**src/rtl/icache_ctrl_if.sv**
```systemverilog
// Fetch-side and memory-side signals of the instruction cache controller.
// The slave modport is the cache's view; the master modport is the pipeline/memory side.
interface icache_ctrl_if;
    logic         CPU_READ_EN;
    logic [31:0]  CPU_ADDR;
    logic [31:0]  CPU_INSTR;
    logic         CPU_BUSYWAIT;
    logic         MEM_READ_EN;
    logic [27:0]  MEM_ADDR;
    logic         MEM_BUSYWAIT;
    logic [127:0] MEM_READ_DATA;

    modport slave (
        input  CPU_READ_EN, CPU_ADDR, MEM_BUSYWAIT, MEM_READ_DATA,
        output CPU_INSTR, CPU_BUSYWAIT, MEM_READ_EN, MEM_ADDR
    );

    modport master (
        output CPU_READ_EN, CPU_ADDR, MEM_BUSYWAIT, MEM_READ_DATA,
        input  CPU_INSTR, CPU_BUSYWAIT, MEM_READ_EN, MEM_ADDR
    );
endinterface

```
**src/rtl/icache_ctrl.sv**
```systemverilog
// Direct-mapped, read-only instruction cache controller with 16-byte lines.
// Hits return in the same cycle; misses refill one block, then re-evaluate in IDLE.
module icache_ctrl #(
    parameter int unsigned INDEX_BITS = 3,
    parameter int unsigned TAG_BITS   = 28 - INDEX_BITS
) (
    input  logic        CLK,
    input  logic        RESET,
    icache_ctrl_if.slave bus
);
    localparam int unsigned LINES = 1 << INDEX_BITS;

    typedef enum logic [1:0] {IDLE, MEM_READ, UPDATE} state_t;

    state_t                state_q, state_d;
    logic [27:0]           miss_addr_q, miss_addr_d;
    logic [LINES-1:0]      valid_q, valid_d;
    logic [TAG_BITS-1:0]   tag_q  [LINES];
    logic [TAG_BITS-1:0]   tag_d  [LINES];
    logic [127:0]          data_q [LINES];
    logic [127:0]          data_d [LINES];

    logic [INDEX_BITS-1:0] cpu_idx;
    logic [TAG_BITS-1:0]   cpu_tag;
    logic [INDEX_BITS-1:0] fill_idx;
    logic [127:0]          cpu_line;
    logic                  hit;

    always_comb begin
        cpu_idx  = bus.CPU_ADDR[3+INDEX_BITS:4];
        cpu_tag  = bus.CPU_ADDR[31:4+INDEX_BITS];
        fill_idx = miss_addr_q[INDEX_BITS-1:0];
        cpu_line = data_q[cpu_idx];
        hit      = bus.CPU_READ_EN && valid_q[cpu_idx] && (tag_q[cpu_idx] == cpu_tag);
    end

    always_comb begin
        state_d     = state_q;
        miss_addr_d = miss_addr_q;
        valid_d     = valid_q;
        for (int unsigned i = 0; i < LINES; i++) begin
            tag_d[i]  = tag_q[i];
            data_d[i] = data_q[i];
        end
        bus.CPU_INSTR    = cpu_line[{bus.CPU_ADDR[3:2], 5'b0} +: 32];
        bus.CPU_BUSYWAIT = 1'b0;
        bus.MEM_READ_EN  = 1'b0;
        bus.MEM_ADDR     = miss_addr_q;

        unique case (state_q)
            IDLE: begin
                if (bus.CPU_READ_EN && !hit) begin
                    bus.CPU_BUSYWAIT = 1'b1;
                    miss_addr_d      = bus.CPU_ADDR[31:4];
                    state_d          = MEM_READ;
                end
            end
            MEM_READ: begin
                bus.CPU_BUSYWAIT = 1'b1;
                bus.MEM_READ_EN  = 1'b1;
                if (!bus.MEM_BUSYWAIT) state_d = UPDATE;
            end
            UPDATE: begin
                // Block data is held stable by memory through this cycle.
                bus.CPU_BUSYWAIT  = 1'b1;
                valid_d[fill_idx] = 1'b1;
                tag_d[fill_idx]   = miss_addr_q[27:INDEX_BITS];
                data_d[fill_idx]  = bus.MEM_READ_DATA;
                state_d           = IDLE;
            end
            default: state_d = IDLE;
        endcase
    end

    always_ff @(posedge CLK or posedge RESET) begin
        if (RESET) begin
            state_q     <= IDLE;
            miss_addr_q <= '0;
            valid_q     <= '0;
        end else begin
            state_q     <= state_d;
            miss_addr_q <= miss_addr_d;
            valid_q     <= valid_d;
        end
    end

    // Tag/data need no reset: valid bits gate their use, and reset leaves state_q
    // out of UPDATE so an aborted refill never writes.
    always_ff @(posedge CLK) begin
        tag_q  <= tag_d;
        data_q <= data_d;
    end
endmodule
```
**src/flat_wrapper.sv**
```systemverilog
// flat-port wrapper written by rule: the top's interface ports become plain ports
module icache_ctrl_flat 
#(
    parameter int unsigned INDEX_BITS = 3,
    parameter int unsigned TAG_BITS   = 28 - INDEX_BITS
)
  (CLK, RESET, bus_CPU_READ_EN, bus_CPU_ADDR, bus_MEM_BUSYWAIT, bus_MEM_READ_DATA, bus_CPU_INSTR, bus_CPU_BUSYWAIT, bus_MEM_READ_EN, bus_MEM_ADDR);
  icache_ctrl_if bus_i ();
  input  logic CLK;
  input  logic RESET;
  input wire logic [$bits(bus_i.CPU_READ_EN)-1:0] bus_CPU_READ_EN;
  input wire logic [$bits(bus_i.CPU_ADDR)-1:0] bus_CPU_ADDR;
  input wire logic [$bits(bus_i.MEM_BUSYWAIT)-1:0] bus_MEM_BUSYWAIT;
  input wire logic [$bits(bus_i.MEM_READ_DATA)-1:0] bus_MEM_READ_DATA;
  output wire logic [$bits(bus_i.CPU_INSTR)-1:0] bus_CPU_INSTR;
  output wire logic [$bits(bus_i.CPU_BUSYWAIT)-1:0] bus_CPU_BUSYWAIT;
  output wire logic [$bits(bus_i.MEM_READ_EN)-1:0] bus_MEM_READ_EN;
  output wire logic [$bits(bus_i.MEM_ADDR)-1:0] bus_MEM_ADDR;
  assign bus_i.CPU_READ_EN = bus_CPU_READ_EN;
  assign bus_i.CPU_ADDR = bus_CPU_ADDR;
  assign bus_i.MEM_BUSYWAIT = bus_MEM_BUSYWAIT;
  assign bus_i.MEM_READ_DATA = bus_MEM_READ_DATA;
  assign bus_CPU_INSTR = bus_i.CPU_INSTR;
  assign bus_CPU_BUSYWAIT = bus_i.CPU_BUSYWAIT;
  assign bus_MEM_READ_EN = bus_i.MEM_READ_EN;
  assign bus_MEM_ADDR = bus_i.MEM_ADDR;
  icache_ctrl #(.INDEX_BITS(INDEX_BITS), .TAG_BITS(TAG_BITS)) u_core (.CLK(CLK), .RESET(RESET), .bus(bus_i));
endmodule
```
**config.mk**
```make
export PLATFORM = sky130hd
export DESIGN_NAME = icache_ctrl_flat
export DESIGN_NICKNAME = d
export VERILOG_FILES = /design/src/rtl/icache_ctrl_if.sv /design/src/rtl/icache_ctrl.sv /design/src/flat_wrapper.sv
export SDC_FILE = /design/constraint.sdc
export NUM_CORES = 1
export LEC_CHECK = 0
export ABC_AREA = 1
export CAP_MARGIN = 20
export CORE_MARGIN = 2
export CORE_UTILIZATION = 30
export CTS_BUF_LIST = sky130_fd_sc_hd__clkbuf_8 sky130_fd_sc_hd__clkbuf_16
export DETAILED_ROUTE_END_ITERATION = 8
export PLACE_DENSITY = 0.44
export SLEW_MARGIN = 10
export SYNTH_ARGS = -nofsm -noshare
export SYNTH_HDL_FRONTEND = slang
export SYNTH_SLANG_ARGS = --single-unit
```
**constraint.sdc**
```tcl
create_clock -name CLK -period 8.8 [get_ports CLK]
set_input_delay 2.64 -clock CLK [delete_from_list [all_inputs] [get_ports CLK]]
set_output_delay 2.64 -clock CLK [all_outputs]
set_load 0.1 [all_outputs]
```
==> results of run 1 <==
-- critical path, delay by kind of cell --
family	cells	cell delay, ns
simple gates	1	0.29
compound gates	3	0.78
buf+inv	5	1.41
-- power by group through the flow --
| stage | registers [W] | clock network [W] | logic (W) |
|---|---|---|---|
| 5_1_grt | 0.00757 | 0.00618 | 0.00238 |
| 3_5_place_dp | 0.00764 | 0 | 0.00225 |
| 4_1_cts | 0.00751 | 0.00594 | 0.00226 |
| 6_report | 0.00751 | 0.00579 | 0.00222 |
| 2_1_floorplan | 0.00809 | 0 | 0.000904 |
| 3_3_place_gp | 0.00763 | 0 | 0.00224 |
-- per-layer routing --
layer	vias to the layer above	global-route usage, %	share of wire (%)
met5	-	0	0.12
met2	762	27.24	46
met1	15820	24.58	46
li1	14490	-	-
met3	226	3.624	5.7
met4	28	5.210	2.3
-- layout make-up --
| type | count | area [µm²] | share of cell area [%] |
|---|---|---|---|
| clock inverters | 104 | 772.0 | 1.291 |
| diodes | 13 | 32.53 | 0.05442 |
| repair buffers | 325 | 3740 | 6.256 |
| well taps | 2189 | 2739 | 4.582 |
| inverters | 133 | 524.3 | 0.8770 |
| multi-input cells | 2139 | 10480 | 17.53 |
| flip-flops and latches | 1262 | 37710 | 63.08 |
| clock buffers | 153 | 3784 | 6.330 |
-- final timing paths --
check	endpoint	slack, ns
max	bus_CPU_INSTR[21]	0.87
min	u_core.valid_q[2]	0.46
max reg2reg	u_core.data_q[620]	5.40
min reg2reg	u_core.valid_q[2]	0.46
max in group asynchronous	u_core.bus.MEM_ADDR[25]	5.98
min in group asynchronous	u_core.bus.MEM_ADDR[13]	2.38
-- metrics by stage --
step / util, % / instance area [µm²] / instances
floorplan: - / 49790 / 3797
global placement: 33.43 / 55160 / 6047
global route: 36.22 / 59760 / 6313
detailed placement: 33.45 / 55190 / 6048
CTS: 36.21 / 59740 / 6305
finish: 36.23 / 59780 / 6318
-- flip-flops by register name, indices dropped and copies added, names as in the netlist --
signal               cells
u_core.bus.MEM_ADDR     28
u_core.data_q         1024
u_core.state_q           2
u_core.tag_q           200
u_core.valid_q           8
-- placed cells by master, fill, tap and decap left out, types with 70 or more instances in the layout --
cell             Yosys  routed
edfxtp_1          1224    1224
nor2_1             678     670
o21ai_0            599     599
nand2_1            335     335
clkdlybuf4s50_1      0     185
o221ai_1           182     182
nand3_1            175     175
inv_1              129     162
clkbuf_16            0     149
o22ai_1             74      74
buf_4               16      70
-- cells by family (layout without fill, tap and decap cells) --
group           count (synthesis)  after routing  synth area share (%)
compound gates                928            928                 11.15
fa+ha+maj                       4              4                0.1005
simple gates                 1207           1207                 9.677
other cells                     0             13                     0
flops                        1262           1262                 75.73
buf+inv                       396            715                 3.350
==> summary.md, run 1 <==
| Metric | Value |
|---|---|
| Post-synth EDFFs | 1224 |
| Crit share post-route | 90.12% |
| Worst-Margin Slew | between 1 and 1.5 ns |
| Async SR Flop Fraction | between 3 and 4% |
| Critical Path RT | 6.16 ns |
| Worst VDD drop | about 0.00021 V |
| FP Rows | between 100 and 150 |
| First-pass GRT wire length | 216600 µm |
| Total global routing overflow | 0 |
| Net Switching | 0.004359 W |
| Cells after Synth | approximately 3800 |
| Clock skew | 0.02899 ns |
| # Max-Cap Violations | 0 |
| Synthesis Warnings | 0 |
| CTS clk-pin slew, worst paths | about 0.050 ns |
| Setup violators final | 0 |
| Synth Net Count | about 4000 |
| Initial Util | 30.18% |
| Postcts setup bufs | 0 |
| R2r startpoint | u_core.state_q[0] |
| Post-synth top area share | approximately three quarters |
| CP endpoint kind | primary output |
| Clock share of power | 37.3% |
| RSZ-0062 raised after global routing | no |
| Final TNS setup | 0 ns |
| Top-count cell post-synth | edfxtp_1 |
| Status | finished with violations |
| Drt first pass iters | 9 |
| Port Buffers | about 220 |
| Failing checks | DRC |
| H-tree Lvls | 4 |
| Hold Path Stages | 2 |
| Die ar. | around 170000 µm² |
| Fraction of layout instances using a drive strength above 1 | 8.625% |
| Die height | ~410 µm |
| Pin count of the biggest net entering global routing | 127 |
| Core area | between 150000 and 200000 µm² |
| Post-detail-place hpwl | 79950 µm |
| Setup WS pre-CTS | 0.8627 ns |
| Distinct cells, synth | 25 |
| I/O pins | 226 |
| GPL Wtd Cong | 0.7158 |
| Max transition margin | 11.89% |
| Critical Path Slowest Stage Cell | a32oi_1 |
| Sink Count | ~1300 |
| Power after layout | 0.01552 W |
| Final hold violations | 0 |
| Logic pwr share | 14.3% |
| Leakage | between 15 and 20 nW |
| Most common flop cell mapped by yosys | edfxtp_1 |
| Initial antenna violation count | 36 |
| Die Wd | slightly above 400 µm |
| CP cell instances | buf_8 > inv_8 > buf_12 > buf_12 > o21ai_0 > o221ai_1 > nand3_1 > a32oi_1 > buf_12 |
| WHS | 0.4632 ns |
| Vias post-DR | between 30000 and 40000 |
| Synth area leader | edfxtp_1 |
| Number of global-route vias before repair | 30030 |
| Num CTS Buffers | between 100 and 150 |
| Power density cells | 259.6 nW/µm² |
| Total GRT Usage | 17.51% |
| Switching portion of total power | between 20% and 30% |
| Reg2Reg Depth | 6 |
| Final critical path time including I/O delays and setup | around 7.9 ns |
| CTS tree | yes |
| Filler Cell Count | 15830 |
| Sequential share of power | 48.4% |
| Number of synthesized register bits | 1262 |
| Mean number of vias per cell | 4.957 |
| Pint | 0.01116 W |
| Register area share after synthesis | 75.73% |
| Worst path max stage delay | 0.46 ns |
| Post_cts resized | 0 |
| DR iter-0 viols | 2654 |
| Worst hold path class | reg -> reg |
| CTS root buf | clkbuf_16 |
| Area growth, synth to finish | 20.05% |
| Most used cell, CP | buf_12 |
| Max-slew violations | 0 |
| Crit-path max FO | 70 |
| Worst Path Class, Setup | in -> out |
| Maximum root-to-sink buffer count | 3 |
| Worst setup path start | bus_CPU_ADDR[4] |
| Synth top cells by count | 1224 x edfxtp_1, 678 x nor2_1, 599 x o21ai_0, 335 x nand2_1, 182 x o221ai_1 |
| Final wirelength | 149700 µm |
| Synth top area cells | edfxtp_1 74%, o21ai_0 6.0%, nor2_1 5.1% |
| Worst setup margin | 0.8695 ns |
| Crit path DAT | ~5.3 ns |
| DRC viols | 32 |
| Syn Area/Cell | between 10 and 15 µm² |
| CTS Hold Bufs | 0 |
| Skew-Pair Late Insertion Delay | 0.78 ns |
| Max Clk Rate | 126.1 MHz |
| Worst Setup Start Kind | input port |
| Final ANT Viol Nets | 0 |
| NumNets Final | 4174 |
| Wirelength per Cell | 23.70 µm |
| Netlist Area Pre-Place | 49790 µm² |
| Hold_sp | u_core.valid_q[2] |
Power figures use the tool's default switching activity.
==> inputs of run 2 (changes only) <==
Settings changed: ABC_CLOCK_PERIOD_IN_PS from default to 8800.
==> results of run 2 <==
No change in the layout: final DEF, timing and power equal those of run 1.
